==> config.mk <==
export PLATFORM = sky130hd
export DESIGN_NAME = fm_modulator_core
export DESIGN_NICKNAME = d
export VERILOG_FILES = /design/src/rtl/fm_modulator_core.sv
export SDC_FILE = /design/constraint.sdc
export NUM_CORES = 1
export LEC_CHECK = 0
export ABC_AREA = 1
export CORE_ASPECT_RATIO = 0.7
export CORE_UTILIZATION = 50
export DETAILED_ROUTE_END_ITERATION = 10
export GPL_ROUTABILITY_DRIVEN = 0
export MAX_ROUTING_LAYER = met4
export PLACE_DENSITY = 0.75
export SLEW_MARGIN = 20
export SYNTH_ARGS = -nofsm -noshare
export SYNTH_HDL_FRONTEND = slang
export SYNTH_SLANG_ARGS = --single-unit
==> constraint.sdc <==
create_clock -name clk -period 15.9 [get_ports clk]
set_clock_uncertainty 0.1 [all_clocks]
set_input_delay 2.385 -clock clk [delete_from_list [all_inputs] [get_ports clk]]
set_output_delay 2.385 -clock clk [all_outputs]
set_load 0.05 [all_outputs]
==> src/rtl/fm_modulator_core.sv <==
// -----------------------------------------------------------------------------
// fm_modulator_core
//
// FM transmit core. Accepts signed audio at the audio rate (en32k) through a
// one-entry valid/ready holding register. It interpolates that audio by R2 up to
// the base-band rate (en960k) with a 3rd-order CIC. The base-band value is then
// scaled by dev_gain and shifted left by dev_shl to form a frequency deviation.
// That deviation is added to the carrier constant K. The resulting frequency
// word drives a full-rate phase accumulator. The registered accumulator MSB is
// the 1-bit carrier.
//
// Optional feature macro: PREEMPHASIS_EN
//   When defined, a first-order high-shelf pre-emphasis is applied to each sample
//   entering the comb: y = sat(x + ((x - x_prev) <<< 1)). When undefined, y = x.
//
// Ports
//   clk          in   system clock
//   reset        in   asynchronous, active-low reset
//   en960k       in   base-band clock enable (one-cycle pulse)
//   en32k        in   audio clock enable, always coincides with en960k
//   audio_in     in   signed audio sample
//   audio_valid  in   audio_in valid
//   audio_ready  out  holding register empty
//   K            in   carrier phase constant
//   dev_gain     in   unsigned deviation gain
//   phase        out  phase accumulator
//   tx_out       out  registered phase MSB, the 1-bit carrier
//   underrun     out  one-cycle pulse when en32k found no sample
// -----------------------------------------------------------------------------
module fm_modulator_core #(
   parameter int width_dds   = 32,
   parameter int width_audio = 16,
   parameter int R2          = 30,
   parameter int dev_shl     = 8
) (
   input  logic                   clk,
   input  logic                   reset,
   input  logic                   en960k,
   input  logic                   en32k,
   input  logic [width_audio-1:0] audio_in,
   input  logic                   audio_valid,
   output logic                   audio_ready,
   input  logic [width_dds-1:0]   K,
   input  logic [7:0]             dev_gain,
   output logic [width_dds-1:0]   phase,
   output logic                   tx_out,
   output logic                   underrun
);

   localparam int CIC_W  = width_audio + 3 * $clog2(R2);
   localparam int SHIFT  = $clog2(R2 * R2);
   localparam int PROD_W = width_audio + 9;

   logic                     r_holdFull;
   logic [width_audio-1:0]   r_holdData;
   logic [width_audio-1:0]   r_lastSample;
   logic                     r_underrun;
   logic signed [CIC_W-1:0]  r_d1, r_d2, r_d3, r_combOut;
   logic signed [CIC_W-1:0]  r_i1, r_i2, r_i3;
   logic                     r_pend;
   logic [width_dds-1:0]     r_freqWord;
   logic [width_dds-1:0]     r_phase;
   logic                     r_tx;

   logic [width_audio-1:0]   w_xIn;
   logic                     w_underrunNext;
   logic [width_audio-1:0]   w_combIn;
   logic signed [CIC_W-1:0]  w_c0, w_c1, w_c2, w_c3;
   logic [width_audio-1:0]   w_baseband;
   logic signed [PROD_W-1:0] w_bbExt, w_gainExt, w_prod;
   logic [width_dds-1:0]     w_dev;

   assign audio_ready = ~r_holdFull;
   assign phase       = r_phase;
   assign tx_out      = r_tx;
   assign underrun    = r_underrun;

   // Choose the sample handed to the comb on en32k: the held sample if there
   // is one, otherwise a sample arriving this very cycle (bypass), otherwise
   // repeat the previous one and flag an underrun.
   always_comb begin
      w_xIn          = r_lastSample;
      w_underrunNext = 1'b0;
      if (r_holdFull) begin
         w_xIn = r_holdData;
      end else if (audio_valid) begin
         w_xIn = audio_in;
      end else begin
         w_underrunNext = en32k;
      end
   end

`ifdef PREEMPHASIS_EN
   logic signed [width_audio+2:0] w_xExt, w_pExt, w_emph;

   // High-shelf pre-emphasis, x_prev is the previous unemphasised sample.
   // Three guard bits hold the worst case 3x - 2x_prev; the top four bits all
   // equal means the result fits width_audio, otherwise clamp by sign.
   always_comb begin
      w_xExt = {{3{w_xIn[width_audio-1]}}, w_xIn};
      w_pExt = {{3{r_lastSample[width_audio-1]}}, r_lastSample};
      w_emph = w_xExt + ((w_xExt - w_pExt) <<< 1);
      if (w_emph[width_audio+2:width_audio-1] == {4{w_emph[width_audio+2]}}) begin
         w_combIn = w_emph[width_audio-1:0];
      end else if (w_emph[width_audio+2]) begin
         w_combIn = {1'b1, {(width_audio-1){1'b0}}};
      end else begin
         w_combIn = {1'b0, {(width_audio-1){1'b1}}};
      end
   end
`else
   assign w_combIn = w_xIn;
`endif

   // Comb chain, differential delay 1, evaluated combinationally from the
   // delay registers and captured on en32k.
   always_comb begin
      w_c0 = {{(CIC_W-width_audio){w_combIn[width_audio-1]}}, w_combIn};
      w_c1 = w_c0 - r_d1;
      w_c2 = w_c1 - r_d2;
      w_c3 = w_c2 - r_d3;
   end

   // Baseband is integ3 arithmetically shifted down by S and truncated; the
   // product with the zero-extended gain is signed, then sign-extended and
   // shifted into deviation units.
   always_comb begin
      w_baseband = width_audio'(r_i3 >>> SHIFT);
      w_bbExt    = {{(PROD_W-width_audio){w_baseband[width_audio-1]}}, w_baseband};
      w_gainExt  = {{(PROD_W-8){1'b0}}, dev_gain};
      w_prod     = w_bbExt * w_gainExt;
      w_dev      = {{(width_dds-PROD_W){w_prod[PROD_W-1]}}, w_prod} << dev_shl;
   end

   // Holding register. On en32k the content always leaves for the comb; a
   // sample presented in that same cycle is captured only if the register was
   // full (otherwise it has already bypassed to the comb).
   always_ff @(posedge clk or negedge reset) begin
      if (!reset) begin
         r_holdFull   <= 1'b0;
         r_holdData   <= '0;
         r_lastSample <= '0;
         r_underrun   <= 1'b0;
      end else begin
         r_underrun <= w_underrunNext;
         if (en32k) begin
            r_lastSample <= w_xIn;
            r_holdFull   <= r_holdFull & audio_valid;
            if (r_holdFull && audio_valid) begin
               r_holdData <= audio_in;
            end
         end else if (audio_valid && !r_holdFull) begin
            r_holdData <= audio_in;
            r_holdFull <= 1'b1;
         end
      end
   end

   // Comb delay line and registered comb result, audio rate.
   always_ff @(posedge clk or negedge reset) begin
      if (!reset) begin
         r_d1      <= '0;
         r_d2      <= '0;
         r_d3      <= '0;
         r_combOut <= '0;
      end else if (en32k) begin
         r_d1      <= w_c0;
         r_d2      <= w_c1;
         r_d3      <= w_c2;
         r_combOut <= w_c3;
      end
   end

   // Integrators at base-band rate. r_pend marks the first en960k after an
   // en32k so the comb result is injected once (zero-stuffing the rest).
   // Two's-complement wrap is relied upon.
   always_ff @(posedge clk or negedge reset) begin
      if (!reset) begin
         r_pend     <= 1'b0;
         r_i1       <= '0;
         r_i2       <= '0;
         r_i3       <= '0;
         r_freqWord <= '0;
      end else if (en960k) begin
         r_pend     <= en32k;
         r_i1       <= r_i1 + (r_pend ? r_combOut : '0);
         r_i2       <= r_i2 + r_i1;
         r_i3       <= r_i3 + r_i2;
         r_freqWord <= K + w_dev;
      end
   end

   // Full-rate phase accumulator; carrier is the previous phase MSB.
   always_ff @(posedge clk or negedge reset) begin
      if (!reset) begin
         r_phase <= '0;
         r_tx    <= 1'b0;
      end else begin
         r_phase <= r_phase + r_freqWord;
         r_tx    <= r_phase[width_dds-1];
      end
   end

endmodule

==> run_results.csv, run 1 <==
group,metric,value,unit
run_status,status,"complete, no violations",
logic_synthesis,synth_fa_ha_area_share,20.9,%
floorplanning,fp.dieH,185,um
timing,fin_crit,8.17,ns
clock_tree,cts_resized,0,
worst_hold_path,min_from,"phase[31]$_DFF_PN0_",
global_routing,grt_pass1_vias,20394,
clock_tree,cts_buffer_depth,3,
critical_path,r2r_slack,9.67,ns
clock_tree,cts_buffers,27,
floorplanning,die_x,264,um
clock_tree,cts_max_level,1,
routing,detail_route.wl_per_cell,15.6,um
worst_hold_path,hold_class,"flip-flop to flip-flop",
routing,avgViaCountPerCell,5.34,
routing,routed_wirelength,64300,um
layout,nets,3876,
logic_synthesis,synth_area_leaders,"dfrtp_1 (25%), nand2_1 (15%), ha_1 (12%)",
timing,slew_headroom,37.4,%
floorplanning,core_area,46900,um^2
floorplanning,dieArea,48800,um^2
place,io_buffers,95,
logic_synthesis,yosysTopAreaCell,"dfrtp_1",
global_routing,grt_first_pass_wirelength,106000,um
critical_path,worst-setup-path-type,"input port to flip-flop",
logic_synthesis,synth-main-ff-cell,"dfrtp_1",
critical_path,cp.arrival,8.54,ns
global_routing,antenna_found_initial,1,
layout,drive_above_1_share,3.37,%
clock_tree,cts_hold_buf,0,
clock_tree,clkTransAtPathRegs,0.07,ns
logic_synthesis,synth_edf_count,0,
critical_path,critPathRequiredTime,16.26,ns
logic_synthesis,synth-seq-area-share,24.9,%
timing,fin_crit_sh,51.4,%
logic_synthesis,ys_types,51,
logic_synthesis,syn_inst,3431,
timing,timing.setup.tns,0,ns
routing,drc,0,
timing,grt_setup_unrepaired,"false",
floorplanning,start_util,51.1,%
routing,final_antenna_net_count,0,
critical_path,end_kind,"flip-flop",
run,maxCapViolCount,0,
routing,first_iter_violations,2284,
logic_synthesis,synthMuxAreaShare,0,%
critical_path,timing.critical_path.from_type,"input port",
logic_synthesis,synth_nets,3827,
logic_synthesis,synth.avg_cell_area,6.99,um^2
timing,finalSetupViolations,0,
floorplanning,io_pins,96,
logic_synthesis,synth-simple-area-share,26.6,%
logic_synthesis,yosys_warnings,0,
logic_synthesis,async_reset_ff_share,100,%
critical_path,crit_fanout,16,
logic_synthesis,synth_compound_area_share,13.3,%
logic_synthesis,post-synth-top-count-cell,"nand2_1",
logic_synthesis,synth_xor_area_share,4.09,%
critical_path,r2r-start,"r_holdFull$_DFFE_PN0P_",
logic_synthesis,netlist_top_cells_count,"nand2_1 (987), inv_1 (561), dfrtp_1 (239)",
routing,vias,21972,
logic_synthesis,synth_top_family_by_area,"simple AND/OR/NAND/NOR gates",
routing,drt-pass1-iter-count,6,
worst_hold_path,hold_path_end,"tx_out$_DFF_PN0_",
critical_path,worstReg2RegEnd,"r_combOut[19]$_DFFE_PN0P_",
layout,area_growth,10.2,%
critical_path,ff2ff_path_depth,27,
floorplanning,rows,66,
logic_synthesis,synth.cell_area,24000,um^2
clock_tree,clk_latency,0.57,ns
clock_tree,post_cts_buffers,0,
timing,finalMaxSlewViolations,0,
worst_hold_path,worstHoldPathCells,0,
global_routing,grt_use_total,27.4,%
place,hpwl,51300,um
global_routing,grt_max_degree,95,
clock_tree,cts_tree,"yes",
timing,tightest_slew,0.937,ns
clock_tree,ctsRootBufferMaster,"clkbuf_16",
timing,fmax,0.122,GHz
logic_synthesis,synth-seq-cells,239,
timing,hold_viol_final,0,
global_routing,overflow,0,
logic_synthesis,synth_top_area_share,24.9,%
clock_tree,cts.sinks,239,
==> layer usage <==
| layer | routed length (um) | vias up | track usage, % |
|---|---|---|---|
| met2 | 23700 | 828 | 35.7 |
| met1 | 33200 | 9957 | 42.5 |
| li1 | - | 11110 | - |
| met5 | 0 | - | - |
| met3 | 6230 | 77 | 6.13 |
| met4 | 1160 | 0 | 4.70 |
==> layout make-up <==
class,instances,area (um^2)
multi-input combinational,2544,15600
clock inverter,18,280
clock buffer,32,714
timing repair buffer,102,1000
fill,4456,20500
antenna,1,2.50
inverter,566,2130
tap,612,766
sequential,239,5980
==> worst max path at each step <==
| stage | endpoint | start | cells after the start | slack (ns) |
|---|---|---|---|---|
| after floorplan | r_freqWord[29]$_DFFE_PN0P_ | dev_gain[2] | 28 | 8.26 |
| after global placement | r_freqWord[30]$_DFFE_PN0P_ | dev_gain[0] | 27 | 7.38 |
| after detailed placement | r_freqWord[30]$_DFFE_PN0P_ | dev_gain[0] | 27 | 7.19 |
| after CTS | r_freqWord[30]$_DFFE_PN0P_ | dev_gain[0] | 27 | 7.78 |
| after global routing | r_freqWord[30]$_DFFE_PN0P_ | dev_gain[0] | 27 | 7.14 |
| final | r_freqWord[30]$_DFFE_PN0P_ | dev_gain[0] | 27 | 7.73 |
==> flip-flops by register name, indices dropped and copies added, names as in the netlist <==
name / cells
phase: 32
r_freqWord: 32
r_combOut: 26
r_i1: 26
r_i2: 26
r_i3: 26
r_d3: 18
r_d2: 17
r_d1: 16
r_holdData: 16
r_holdFull: 1
r_pend: 1
tx_out: 1
underrun: 1
==> cell families (layout without fill, tap and decap cells) <==
logic type      count (synthesis)  after routing
simple gates                 1528           1528
xor+xnor                      111            111
compound gates                570            570
other cells                     0              1
buf+inv                       648            718
fa+ha+maj                     335            335
flops                         239            239
==> per-stage QoR <==
stage	utilization, %	std cells	cell area, um^2	worst slack, ns	hold WS (ns)
after floorplan	-	3431	24000	8.26	0.342
after global placement	54.2	4063	25400	7.38	0.299
after detailed placement	54.2	4063	25400	7.19	0.314
after CTS	56.3	4113	26400	7.78	0.326
after global routing	56.3	4114	26400	7.14	0.340
final	56.3	4114	26400	7.73	0.327
==> cells in the final DEF (no fill, tap or decap), types with 27 or more instances in the layout <==
master,Yosys,routed
ha_1,227,227
nand2_1,987,987
xnor2_1,52,52
nor2_1,206,206
clkbuf_16,0,27
o21ai_0,208,208
inv_1,561,560
nand4_1,51,51
a21oi_1,220,220
fa_1,108,108
nand3_1,177,177
clkdlybuf4s50_1,0,92
a31oi_1,29,29
xor2_1,58,58
dfrtp_1,239,239
==> worst max-delay path: stages <==
cell	delay, ns
clkdlybuf4s50_1	0.71
nand2_1	0.31
inv_1	0.08
fa_1	0.76
inv_1	0.12
fa_1	0.55
inv_1	0.05
fa_1	0.47
inv_1	0.05
fa_1	0.52
inv_1	0.04
ha_1	0.34
nand2_1	0.09
nor2_1	0.09
inv_1	0.06
nor3_1	0.19
nand4_1	0.12
nand3_1	0.16
xor2_1	0.09
ha_1	0.38
nand2_1	0.10
nor4_1	0.38
o21ai_0	0.20
nand3_1	0.12
nand2_1	0.05
nand3_1	0.06
nand2_1	0.05
Power of run 1 is not shown: default switching activity piles up to over one toggle a cycle in this logic, so the estimate is an artifact.
==> run 2: changes to the inputs <==
- clock period: 15.9 -> 8.2 ns (I/O delays scaled with it)
==> run_results.csv, run 2 (same netlist as run 1, synthesis figures left out) <==
group,metric,value,unit
global_routing,antenna_found_initial,1,
global_routing,grt_max_degree,95,
routing,drt-pass1-iter-count,6,
timing,fmax,0.143,GHz
timing,finalMaxSlewViolations,0,
clock_tree,cts_max_level,1,
critical_path,crit_family,"adder cells",
global_routing,grt_use_total,27.3,%
critical_path,path_buf_inv,7,
timing,finalSetupViolations,0,
clock_tree,cts_buffer_depth,3,
layout,drive_above_1_share,3.29,%
worst_hold_path,hold_class,"flip-flop to flip-flop",
timing,timing.setup.tns,0,ns
critical_path,critPathRequiredTime,8.56,ns
clock_tree,cts_tree,"yes",
layout,final_cell_mix,"nand2_1 (987), inv_1 (560), dfrtp_1 (239)",
floorplanning,die_x,264,um
floorplanning,core_area,46900,um^2
critical_path,slowest_stage,"fa_1",
routing,vias,22108,
global_routing,grt_first_pass_wirelength,105000,um
global_routing,met1_usage,42.8,%
timing,hold_viol_final,0,
routing,routed_wirelength,64300,um
layout,nets,3875,
clock_tree,cts.sinks,239,
timing,tightest_slew,0.934,ns
layout,area_growth,9.87,%
timing,holdWs,0.328,ns
critical_path,cp.arrival,7.35,ns
global_routing,overflow,0,
clock_tree,clkTransAtPathRegs,0.07,ns
floorplanning,dieArea,48800,um^2
floorplanning,rows,66,
floorplanning,fp.dieH,185,um
clock_tree,clk_latency,0.57,ns
clock_tree,ctsRootBufferMaster,"clkbuf_16",
routing,final_antenna_net_count,0,
place,io_buffers,95,
run,maxCapViolCount,0,
critical_path,worst-setup-path-type,"input port to flip-flop",
critical_path,timing.critical_path.from_type,"input port",
clock_tree,cts_buffers,26,
floorplanning,io_pins,96,
layout,finalInstanceArea,26300,um^2
place,dpl_cell_area,25400,um^2
critical_path,cpMostUsedCell,"inv_1",
clock_tree,post_cts_buffers,0,
timing,setup_ws,1.21,ns
floorplanning,start_util,51.1,%
routing,detail_route.wl_per_cell,15.6,um
routing,avgViaCountPerCell,5.38,
clock_tree,cts_hold_buf,0,
global_routing,grt_pass1_vias,20224,
timing,fin_crit,6.99,ns
critical_path,crit_fanout,16,
place,hpwl,51400,um
place,pre_cts_ws,0.693,ns
critical_path,end_kind,"flip-flop",
routing,drc,0,
layout,final_common_cell,"nand2_1",
global_routing,busiest_layer,"met1",
global_routing,grt_util_met2,35.5,%
routing,first_iter_violations,2258,
timing,grt_setup_unrepaired,"false",
run_status,status,"complete, no violations",
critical_path,cpPeakStageDelay,0.76,ns
clock_tree,cts_resized,0,
global_routing,use_met3,6.00,%
timing,fin_crit_sh,85.2,%
timing,slew_headroom,37.6,%
-- run 2: cell types whose count changed in the layout (fill, tap and decap cells not counted), sizes merged --
cell      change
bufinv        -3
inv           +1
clkbuf        -2
clkinvlp      +1
-- run 2: final cells by class --
| class | instances | area (um^2) |
|---|---|---|
| fill | 4467 | 20600 |
| timing repair buffer | 102 | 1000 |
| sequential | 239 | 5980 |
| multi-input combinational | 2544 | 15600 |
| tap | 612 | 766 |
| inverter | 566 | 2130 |
| antenna | 1 | 2.50 |
| clock inverter | 17 | 233 |
| clock buffer | 30 | 676 |
-- run 2: metal layers --
| metal | routed length, um | up-vias | part of all wire (%) |
|---|---|---|---|
| met5 | 0 | - | 0 |
| met4 | 855 | 0 | 1.3 |
| met3 | 6280 | 56 | 9.8 |
| met2 | 24100 | 800 | 37 |
| met1 | 33100 | 10142 | 51 |
| li1 | - | 11110 | - |
-- run 2: worst paths after layout --
| path | startpoint | to | slack (ns) | cells after the start |
|---|---|---|---|---|
| hold reg to reg | phase[31]$_DFF_PN0_ | tx_out$_DFF_PN0_ | 0.33 | 0 |
| hold / removal | phase[31]$_DFF_PN0_ | tx_out$_DFF_PN0_ | 0.33 | 0 |
| setup / recovery | dev_gain[0] | r_freqWord[30]$_DFFE_PN0P_ | 1.21 | 27 |
| max in group asynchronous | reset | r_i2[17]$_DFFE_PN0P_ | 6.01 | 2 |
| setup reg to reg | r_holdFull$_DFFE_PN0P_ | r_combOut[21]$_DFFE_PN0P_ | 2.00 | 26 |
| min in group asynchronous | reset | r_combOut[9]$_DFFE_PN0P_ | 0.57 | 1 |
-- run 2: per-stage QoR --
stage | instances | util (%)
after floorplan | 3431 | -
after global placement | 4063 | 54.2
after detailed placement | 4063 | 54.2
after CTS | 4110 | 56.1
after global routing | 4111 | 56.2
final | 4111 | 56.2
Power of run 2 is left out for the same reason.
==> run 3: changes to the inputs <==
==> constraint.sdc (replaced) <==
create_clock -name clk -period 6.8 [get_ports clk]
set_clock_uncertainty 0.1 [all_clocks]
set_input_delay 1.02 -clock clk [delete_from_list [all_inputs] [get_ports clk]]
set_output_delay 1.02 -clock clk [all_outputs]
set_load 0.01 [all_outputs]
==> run_results.csv, run 3 (same netlist as run 1, synthesis figures left out) <==
group,metric,value,unit
floorplanning,die_x,264,um
global_routing,antenna_found_initial,0,
routing,first_iter_violations,2166,
routing,drc,0,
timing,hold_viol_final,0,
clock_tree,cts.sinks,239,
clock_tree,cts_resized,0,
floorplanning,fp.dieH,185,um
run_status,status,"complete, no violations",
floorplanning,io_pins,96,
timing,slew_headroom,38.4,%
routing,final_antenna_net_count,0,
floorplanning,start_util,51.1,%
routing,routed_wirelength,65200,um
critical_path,cpPeakStageDelay,0.66,ns
critical_path,startpoint,"dev_gain[5]",
timing,grt_setup_unrepaired,"false",
clock_tree,clk_latency,0.57,ns
clock_tree,ctsRootBufferMaster,"clkbuf_16",
timing,finalSetupViolations,0,
layout,final_core_util,57.1,%
critical_path,cpMostUsedCell,"nand2_1",
clock_tree,cts_hold_buf,0,
global_routing,grt_use_total,27.6,%
worst_hold_path,min_from,"phase[31]$_DFF_PN0_",
floorplanning,dieArea,48800,um^2
critical_path,end_kind,"flip-flop",
routing,detail_route.wl_per_cell,15.6,um
clock_tree,clkTransAtPathRegs,0.07,ns
worst_hold_path,hold_class,"flip-flop to flip-flop",
global_routing,overflow,0,
clock_tree,cts_buffer_depth,3,
timing,finalMaxSlewViolations,0,
timing,fmax,0.155,GHz
timing,fin_crit_sh,94.8,%
layout,diodes,0,
global_routing,grt_pass1_vias,20520,
layout,nets,3932,
layout,final_cell_mix,"nand2_1 (987), inv_1 (560), dfrtp_1 (239)",
floorplanning,core_area,46900,um^2
global_routing,grt_max_degree,133,
critical_path,critPathRequiredTime,7.16,ns
place,dpl_cell_area,25900,um^2
place,io_buffers,95,
critical_path,crit_fanout,8,
run,maxCapViolCount,0,
layout,fillCellCount,4445,
clock_tree,post_cts_buffers,0,
clock_tree,cts_max_level,1,
floorplanning,rows,66,
routing,drt-pass1-iter-count,6,
global_routing,grt_first_pass_wirelength,107000,um
critical_path,worst-setup-path-type,"input port to flip-flop",
critical_path,r2r-start,"r_holdFull$_DFFE_PN0P_",
clock_tree,cts_tree,"yes",
layout,drive_above_1_share,4.84,%
timing,fin_crit,6.45,ns
critical_path,timing.critical_path.from_type,"input port",
timing,tightest_slew,0.922,ns
critical_path,slowest_stage,"clkdlybuf4s50_1",
layout,finalInstanceArea,26800,um^2
layout,final_common_cell,"nand2_1",
routing,avgViaCountPerCell,5.35,
layout,area_growth,11.7,%
critical_path,cp.arrival,6.80,ns
clock_tree,cts_buffers,27,
place,hpwl,51900,um
routing,vias,22294,
[run 3: cell types whose count changed in the layout (fill, tap and decap cells not counted), sizes merged]
| cell | delta |
|---|---|
| clkbuf | +9 |
| clkinvlp | -2 |
| dlymetal6s2s | +1 |
| bufinv | -2 |
| clkinv | -1 |
| buf | +56 |
| inv | -2 |
| clkdlybuf4s50 | -1 |
| diode | -1 |
[run 3: area by class of cell]
type,count,area [um^2],area share [%]
repair buffers,158,1460,5.46
clock buffers,39,781,2.91
inverters,566,2130,7.94
multi-input cells,2544,15600,58.1
well taps,612,766,2.86
flip-flops and latches,239,5980,22.3
clock inverters,10,109,0.406
[run 3: metrics by stage]
| stage | hold slack [ns] | TNS, ns | std cells | setup slack, ns |
|---|---|---|---|---|
| final | 0.314 | 0 | 4168 | 0.354 |
| after global routing | 0.335 | 0 | 4168 | 0.0557 |
| after CTS | 0.316 | 0 | 4168 | 0.403 |
| after detailed placement | 0.303 | -0.864 | 4119 | -0.182 |
| after global placement | 0.302 | -0.164 | 4119 | -0.0572 |
| after floorplan | 0.342 | 0 | 3431 | 0.528 |
[run 3: metal layers]
metal	global-route usage, %	vias up	routed length [um]
li1	-	11218	-
met4	4.28	0	932
met3	5.53	56	6120
met2	36.4	806	24600
met1	43.1	10214	33500
met5	-	-	0
[run 3: path summary, 6_finish.rpt]
path | to | slack (ns) | cells past startpoint
hold / removal | tx_out$_DFF_PN0_ | 0.31 | 0
setup / recovery | r_freqWord[30]$_DFFE_PN0P_ | 0.35 | 26
max in group asynchronous | r_d3[29]$_DFFE_PN0P_ | 4.99 | 2
min in group asynchronous | r_i1[4]$_DFFE_PN0P_ | 0.41 | 1
hold reg to reg | tx_out$_DFF_PN0_ | 0.31 | 0
setup reg to reg | r_combOut[21]$_DFFE_PN0P_ | 0.62 | 26
[run 3: worst max-delay path, delay by kind of cell]
kind / cells / cell delay (ns)
AOI/OAI and AO/OA: 2 / 0.27
adders and majority gates: 6 / 2.82
xor gates and xnor gates: 1 / 0.19
buffers and inverters: 6 / 1.13
and+or+nand+nor: 11 / 1.36
Power of run 3 is left out for the same reason.
